<file path="config.mk">
export PLATFORM = sky130hd
export DESIGN_NAME = serial_logic_arbiter
export DESIGN_NICKNAME = d
export VERILOG_FILES = /design/src/rtl/serial_logic_arbiter.sv
export SDC_FILE = /design/constraint.sdc
export NUM_CORES = 1
export LEC_CHECK = 0
export ABC_AREA = 1
export BUFFER_PORTS_ARGS = -buffer_cell sky130_fd_sc_hd__buf_2
export CAP_MARGIN = 25
export CORE_UTILIZATION = 35
export DETAILED_ROUTE_END_ITERATION = 8
export HOLD_SLACK_MARGIN = 0.15
export PLACE_DENSITY_LB_ADDON = 0.25
export SYNTH_ARGS = -nofsm -noshare
export SYNTH_HDL_FRONTEND = slang
export SYNTH_SLANG_ARGS = --single-unit
</file>
<file path="constraint.sdc">
create_clock -name clock -period 2 [get_ports clock]
set_input_delay 0.1 -clock clock [delete_from_list [all_inputs] [get_ports clock]]
set_output_delay 0.1 -clock clock [all_outputs]
set_load 0.02 [all_outputs]
</file>
<file path="src/rtl/serial_logic_arbiter.sv">
// Two-requester round-robin front end for a shared 1-bit AND/OR/NOR/XOR cell.
// Operands are latched at grant and evaluated LSB-first, one bit per clock.
module serial_logic_arbiter #(
  parameter int WIDTH = 8
) (
  input  logic             clock,
  input  logic             reset,
  input  logic             req0,
  input  logic [WIDTH-1:0] A0,
  input  logic [WIDTH-1:0] B0,
  input  logic [1:0]       control0,
  input  logic             req1,
  input  logic [WIDTH-1:0] A1,
  input  logic [WIDTH-1:0] B1,
  input  logic [1:0]       control1,
  output logic             busy,
  output logic             grant,
  output logic             done,
  output logic             done_id,
  output logic [WIDTH-1:0] out
);

  localparam int CW = $clog2(WIDTH);
  localparam logic [CW-1:0] LASTCNT = CW'(WIDTH - 1);

  typedef enum logic [1:0] {IDLE, RUN, DONE} state_t;

  state_t           state, stateNext;
  logic [CW-1:0]    cnt;
  logic             last;
  logic [WIDTH-1:0] opA, opB, res, resNext;
  logic [1:0]       ctl;
  logic             anyReq, pick, bitVal, lastBit;

  // Arbitration, the single shared logic cell, and next-state decode.
  always_comb begin
    anyReq    = req0 | req1;
    pick      = (req0 && req1) ? ~last : req1;
    bitVal    = 1'b0;
    case (ctl)
      2'd0:    bitVal = opA[cnt] & opB[cnt];
      2'd1:    bitVal = opA[cnt] | opB[cnt];
      2'd2:    bitVal = ~(opA[cnt] | opB[cnt]);
      default: bitVal = opA[cnt] ^ opB[cnt];
    endcase
    resNext      = res;
    resNext[cnt] = bitVal;
    lastBit      = (cnt == LASTCNT);
    stateNext    = state;
    case (state)
      IDLE:    if (anyReq) stateNext = RUN;
      RUN:     if (lastBit) stateNext = DONE;
      DONE:    stateNext = IDLE;
      default: stateNext = IDLE;
    endcase
    busy = (state != IDLE);
    done = (state == DONE);
  end

  always_ff @(posedge clock or posedge reset) begin
    if (reset) state <= IDLE;
    else       state <= stateNext;
  end

  // Operand capture at grant, bit-serial accumulation during RUN.
  always_ff @(posedge clock or posedge reset) begin
    if (reset) begin
      cnt     <= '0;
      last    <= 1'b1;
      grant   <= 1'b0;
      done_id <= 1'b0;
      out     <= '0;
      opA     <= '0;
      opB     <= '0;
      ctl     <= '0;
      res     <= '0;
    end else begin
      case (state)
        IDLE: begin
          if (anyReq) begin
            opA   <= pick ? A1 : A0;
            opB   <= pick ? B1 : B0;
            ctl   <= pick ? control1 : control0;
            grant <= pick;
            last  <= pick;
            cnt   <= '0;
            res   <= '0;
          end
        end
        RUN: begin
          res <= resNext;
          if (lastBit) begin
            out     <= resNext;
            done_id <= grant;
          end else begin
            cnt <= cnt + 1'b1;
          end
        end
        default: ;
      endcase
    end
  end

endmodule

</file>
==> results of run 1 <==
cells by family after synthesis:
| group | synth area share |
|---|---|
| adders and majority gates | 0.0206 |
| AOI/OAI and AO/OA | 0.160 |
| and+or+nand+nor | 0.300 |
| DFF | 0.433 |
| buffers and inverters | 0.0870 |
metrics by stage:
stage	power (mW)	cells
after floorplan	3.42	299
after global placement	3.91	430
after detailed placement	3.96	430
after CTS	4.99	475
after global routing	5.71	477
final	5.18	477
cell type report:
class | instances | area [um^2] | share of cell area
repair inverters | 1 | 7.51 | 0.00224
clock buffers | 5 | 68.8 | 0.0206
flip-flops and latches | 42 | 1050 | 0.315
repair buffers | 101 | 731 | 0.218
multi-input cells | 219 | 1240 | 0.370
well taps | 80 | 100 | 0.0299
inverters | 26 | 108 | 0.0321
clock inverters | 3 | 40.0 | 0.0120
cells in the mapped netlist, drive strengths merged:
library cell	count
nor2	23
nand3	21
dfstp	1
inv	26
a31o	4
buf	12
nor3	8
o21ai	42
ha	4
nand2	117
dfrtp	41
worst min-delay path by stage:
stage | from | to | slack (ns) | depth (start not counted)
after detailed placement | reset | out[4] | 0.27 | 3
final | req0 | last | 0.33 | 5
after global routing | req0 | last | 0.37 | 5
after CTS | req0 | last | 0.31 | 5
after global placement | reset | out[4] | 0.26 | 3
after floorplan | A0[7] | opA[7] | 0.27 | 2
layer usage:
metal  GRT usage  wire length [um]  vias to the layer above
li1            -                 -                     1148
met1       0.195              2430                     1020
met2       0.309              2750                       44
met3      0.0340               178                        7
met4      0.0394                59                        0
met5           0                 0                        -
what timing repair did:
action | 4_1_cts | 5_1_grt
hold buffers | 37 | 0
buffers inserted | 0 | 1
hold endpoints to repair | 59 | 0
gates resized for setup | 0 | 24
setup endpoints to repair | 0 | 34
power by group:
group / switching [mW] / total, mW / internal [mW]
registers: 0.268 / 1.53 / 1.27
clock network: 0.290 / 0.658 / 0.368
logic: 1.66 / 2.98 / 1.32
registers in the layout (all words and copies together) (netlist names):
name / count
ctl: 2
done_id: 1
state: 2
cnt: 3
out: 8
last: 1
res: 8
opB: 8
opA: 8
grant: 1
worst register-to-register path: cells and delay by family (launching register included):
kind,cells,cell delay (ns)
flip-flops,1,0.47
AND/OR/NAND/NOR,12,0.86
buffers and inverters,2,0.23
adder cells (fa/ha/maj),1,0.19
==> flow_summary.ini, run 1 <==
[synthesis]
yosysUniqueCellTypes = 23
yosysTopAreaCell = dfrtp_1
synth_top_area_share = 0.422
syn_area_um2 = 2430
synth-seq-cells = 42
syn-num-nets = 343
yosysSeqAreaShare = 0.433
avgSynthCellArea_um2 = 8.13
synth_cells = 299
yosys_warnings = 0
synth.area.top_cells = dfrtp_1 (42%), nand2_1 (18%), o21ai_2 (14%)

[final_layout]
mostFrequentLayoutCell = nand2_1
diodes = 0
utilization = 0.496
syn2layout_area_growth_pct = 37.7
drive_gt1_frac = 0.375
fin_nets = 440
fin_area_um2 = 3350
nFillCells = 685
mostFrequentLayoutCells = nand2_1 (105), buf_2 (51), dfrtp_1 (40)

[timing]
tightest_slew_ns = 0.539
setup_violations = 0
fmax_mhz = 539
period_needed_ns = 1.85
setup_ws_ns = 0.146
hold_viol_final = 0
max-slew-margin-rel = 0.640
hold_ws_ns = 0.326
fin_worst_skew_ns = 0.00644
slew_violations = 0
fin_tns_setup_ns = 0
min_period_over_period = 0.927

[floorplanning]
fp.dieW_um = 85.3
die_area_um2 = 7280
core_area_um2 = 6760
start_util = 0.360
rows = 30
io_pins = 52
fp.dieH_um = 85.3

[setup_path]
worstSetupEndpoint = res[7]
worstPathArrival_ns = 2.04
cp_cell_sequence = clkinvlp_4, nand2_1, nand2_1, nand2_1, nand2_1, nand2_1, nand2_2, inv_2, ha_4, nand2_1, nand3_2, nand2_4, nand2_1, nand3_1, nand2_1
path_buf_inv = 2
critPathMaxFanout = 8
crit_slowest_cell = dfrtp_2
crit_family = simple AND/OR/NAND/NOR gates
startpoint_type = flip-flop
worstReg2RegEnd = res[7]
cp-startpoint = cnt[0]
slowest_delay_ns = 0.47
rr_worst_depth = 15
r2r_setup_slack_ns = 0.15
r2r_start = cnt[0]
crit_cells = 15
end_kind = flip-flop
path_common_cell = nand2_1
crit_type = flip-flop to flip-flop
required_ns = 2.18

[detailed_routing]
dr.pass1.iters = 3
drt_iter0_drc = 69
drc = 0
ant_nets = 0
vias = 2219
vias_per_cell = 4.65
drt-total-wl_um = 5420
wl_per_cell_um = 11.4

[clocking]
clockBufferDepth = 2
cts_tree = yes
cts_sinks = 42
worstSkewPairLatency_ns = 0.29
path_clk_slew_ns = 0.08
clockRootBuffer = clkbuf_8
htree_num_levels = 2
cts_buffers = 5

[placed_design]
place_area_um2 = 2770
gp_congestion = 0.867
place_hpwl_um = 3610
io_buffers = 51
dp_slack_ns = 0.0437

[pwr]
peakVddDrop_mv = 0.504
p_per_area_nw_per_um2 = 1550
p_leak_nw = 1.69

[global_routing]
grt_max_degree = 43
grt_pass1_vias = 2255
antenna_found_initial = 0
grt-ovfl-total = 0
grt_pass1_wl_um = 9690
grt_use_total = 0.166

[worst_hold_path]
hold_class = input pin to flip-flop

[job]
drv_cap = 0

[status]
status = finished clean
No activity file was read; power rests on OpenSTA's default activity.
==> run 2, diff against run 1 <==
--- a/config.mk
+++ b/config.mk
@@ -12,6 +12,7 @@
 export DETAILED_ROUTE_END_ITERATION = 8
 export HOLD_SLACK_MARGIN = 0.15
 export PLACE_DENSITY_LB_ADDON = 0.25
+export SETUP_SLACK_MARGIN = 0.15
 export SYNTH_ARGS = -nofsm -noshare
 export SYNTH_HDL_FRONTEND = slang
 export SYNTH_SLANG_ARGS = --single-unit
==> run 2 against run 1 <==
  * Sequential cell count did not move
  * Critical endpoint is now res[2]
  * Largest cell class unchanged
  * Setup slack improved by 0.014 ns
  * Global-route usage rose by 0.61 points
  * Highest routed layer unchanged
  * Sequential share of layout area fell by 0.85 points
  * Combinational power rose by 2%
  * Critical path depth rose by 1
  * Register-to-register slack barely moved
  * Wire length rose by 8.7%
  * Via count rose by 0.32%
  * First-iteration DRC count rose by 35%
  * Clock-buffer cell count did not move
==> flow_summary.ini, run 2 (synthesis results as in run 1) <==
[status]
status = finished clean

[timing]
max-slew-margin-rel = 0.641
fmax_mhz = 544
setup_ws_ns = 0.160
rsz0062_at_grt = yes
tightest_slew_ns = 0.538
hold_ws_ns = 0.298
period_needed_ns = 1.84
slew_violations = 0
hold_viol_final = 0
fin_worst_skew_ns = 0.00708
min_period_over_period = 0.920
fin_tns_setup_ns = 0
setup_violations = 0

[clocking]
htree_num_levels = 2
worstSkewPairLatency_ns = 0.30
clockRootBuffer = clkbuf_8
cts_tree = yes
cts_sinks = 42
clockBufferDepth = 2
cts_buffers = 5
path_clk_slew_ns = 0.08

[pwr]
pwr-share-seq = 0.293
p_int_mw = 2.81
p_comb_frac = 0.578
switching_share = 0.466
peakVddDrop_mv = 0.566
p_per_area_nw_per_um2 = 1530
pwr-share-clk = 0.129
total_power_mw = 5.26
power.switching_mw = 2.45
p_leak_nw = 1.72

[detailed_routing]
drt-total-wl_um = 5890
ant_nets = 0
dr.pass1.iters = 4
vias = 2226
vias_per_cell = 4.69
drc = 0
drt_iter0_drc = 93
wl_per_cell_um = 12.4

[final_layout]
utilization = 0.509
mostFrequentLayoutCells = nand2_1 (98), buf_2 (51), dfrtp_1 (40)
drive_gt1_frac = 0.420
stdcell_count = 475
syn2layout_area_growth_pct = 41.5
mostFrequentLayoutCell = nand2_1
fin_nets = 438
diodes = 0
nFillCells = 633
fin_area_um2 = 3440

[floorplanning]
start_util = 0.360
rows = 30
die_area_um2 = 7280
core_area_um2 = 6760
io_pins = 52
fp.dieH_um = 85.3
fp.dieW_um = 85.3

[setup_path]
rr_worst_depth = 16
end_kind = flip-flop
crit_type = flip-flop to flip-flop
worstSetupEndpoint = res[2]
worstReg2RegEnd = res[2]
worstPathArrival_ns = 2.04
required_ns = 2.20
r2r_setup_slack_ns = 0.16
startpoint_type = flip-flop
cp-startpoint = cnt[0]
r2r_start = cnt[0]
critPathMaxFanout = 8

[global_routing]
antenna_found_initial = 0
grt-ovfl-total = 0
grt_max_degree = 43
grt_pass1_wl_um = 9930
grt_pass1_vias = 2205
grt_use_total = 0.172

[job]
drv_cap = 0

[placed_design]
io_buffers = 51
dp.cells = 427
place_area_um2 = 2750
dp_slack_ns = 0.115
place_hpwl_um = 3610
gp_congestion = 0.798

[worst_hold_path]
hold_class = input pin to flip-flop
hp-start = req1
[run 2: cell types whose count changed in the layout (fill, tap and decap cells not counted), sizes merged]
cell  change
buf       -2
[run 2: repair_timing]
item                                    in CTS  in global routing
pin swaps                                    1                 13
hold endpoints to repair                    59                  0
cloned                                       1                  0
hold buffers                                37                  0
resized for setup                            9                 40
endpoints found under the setup margin      16                 20
buffers inserted                             2                  0
[run 2: how the worst min path moves through the flow]
stage               slack [ns]      to  depth (start not counted)
floorplan                 0.27  opA[7]                          2
global placement          0.26  out[4]                          3
detailed placement        0.27  out[4]                          3
CTS                       0.29    last                          5
global route              0.34    last                          5
finish                    0.30    last                          5
[run 2: cell type report]
| cell class | instances | area (um^2) | area share |
|---|---|---|---|
| Timing Repair Buffer | 99 | 712 | 0.207 |
| Timing Repair inverter | 1 | 7.51 | 0.00218 |
| Tap cell | 80 | 100 | 0.0291 |
| Multi-Input combinational cell | 219 | 1350 | 0.393 |
| Clock buffer | 5 | 68.8 | 0.0200 |
| Inverter | 26 | 108 | 0.0313 |
| Clock inverter | 3 | 40.0 | 0.0116 |
| Sequential cell | 42 | 1050 | 0.306 |
[run 2: critical path: stages, from the launching register on]
cell,delay [ns]
dfrtp_2,0.47
buf_6,0.15
nand2_1,0.06
nand2_1,0.06
nand2_1,0.05
nand2_1,0.05
nand2_1,0.06
nand2_2,0.06
inv_2,0.07
ha_4,0.13
inv_1,0.05
nand2_2,0.08
nand3_4,0.10
nand2_8,0.15
nand2_2,0.08
nand3_1,0.07
nand2_1,0.05
[run 2: routing by layer]
layer / GRT usage / part of all wire / up-vias
li1: - / - / 1140
met1: 0.205 / 0.43 / 1012
met4: 0.0545 / 0.013 / 0
met3: 0.0331 / 0.043 / 8
met2: 0.311 / 0.51 / 66
met5: 0 / 0 / -
[run 2: power groups by stage]
stage	combinational (mW)	clock [mW]	sequential (mW)
floorplan	1.85	0	1.58
CTS	2.56	0.691	1.53
detailed placement	2.40	0	1.53
global placement	2.35	0	1.52
global route	3.41	0.720	1.59
finish	3.04	0.678	1.54
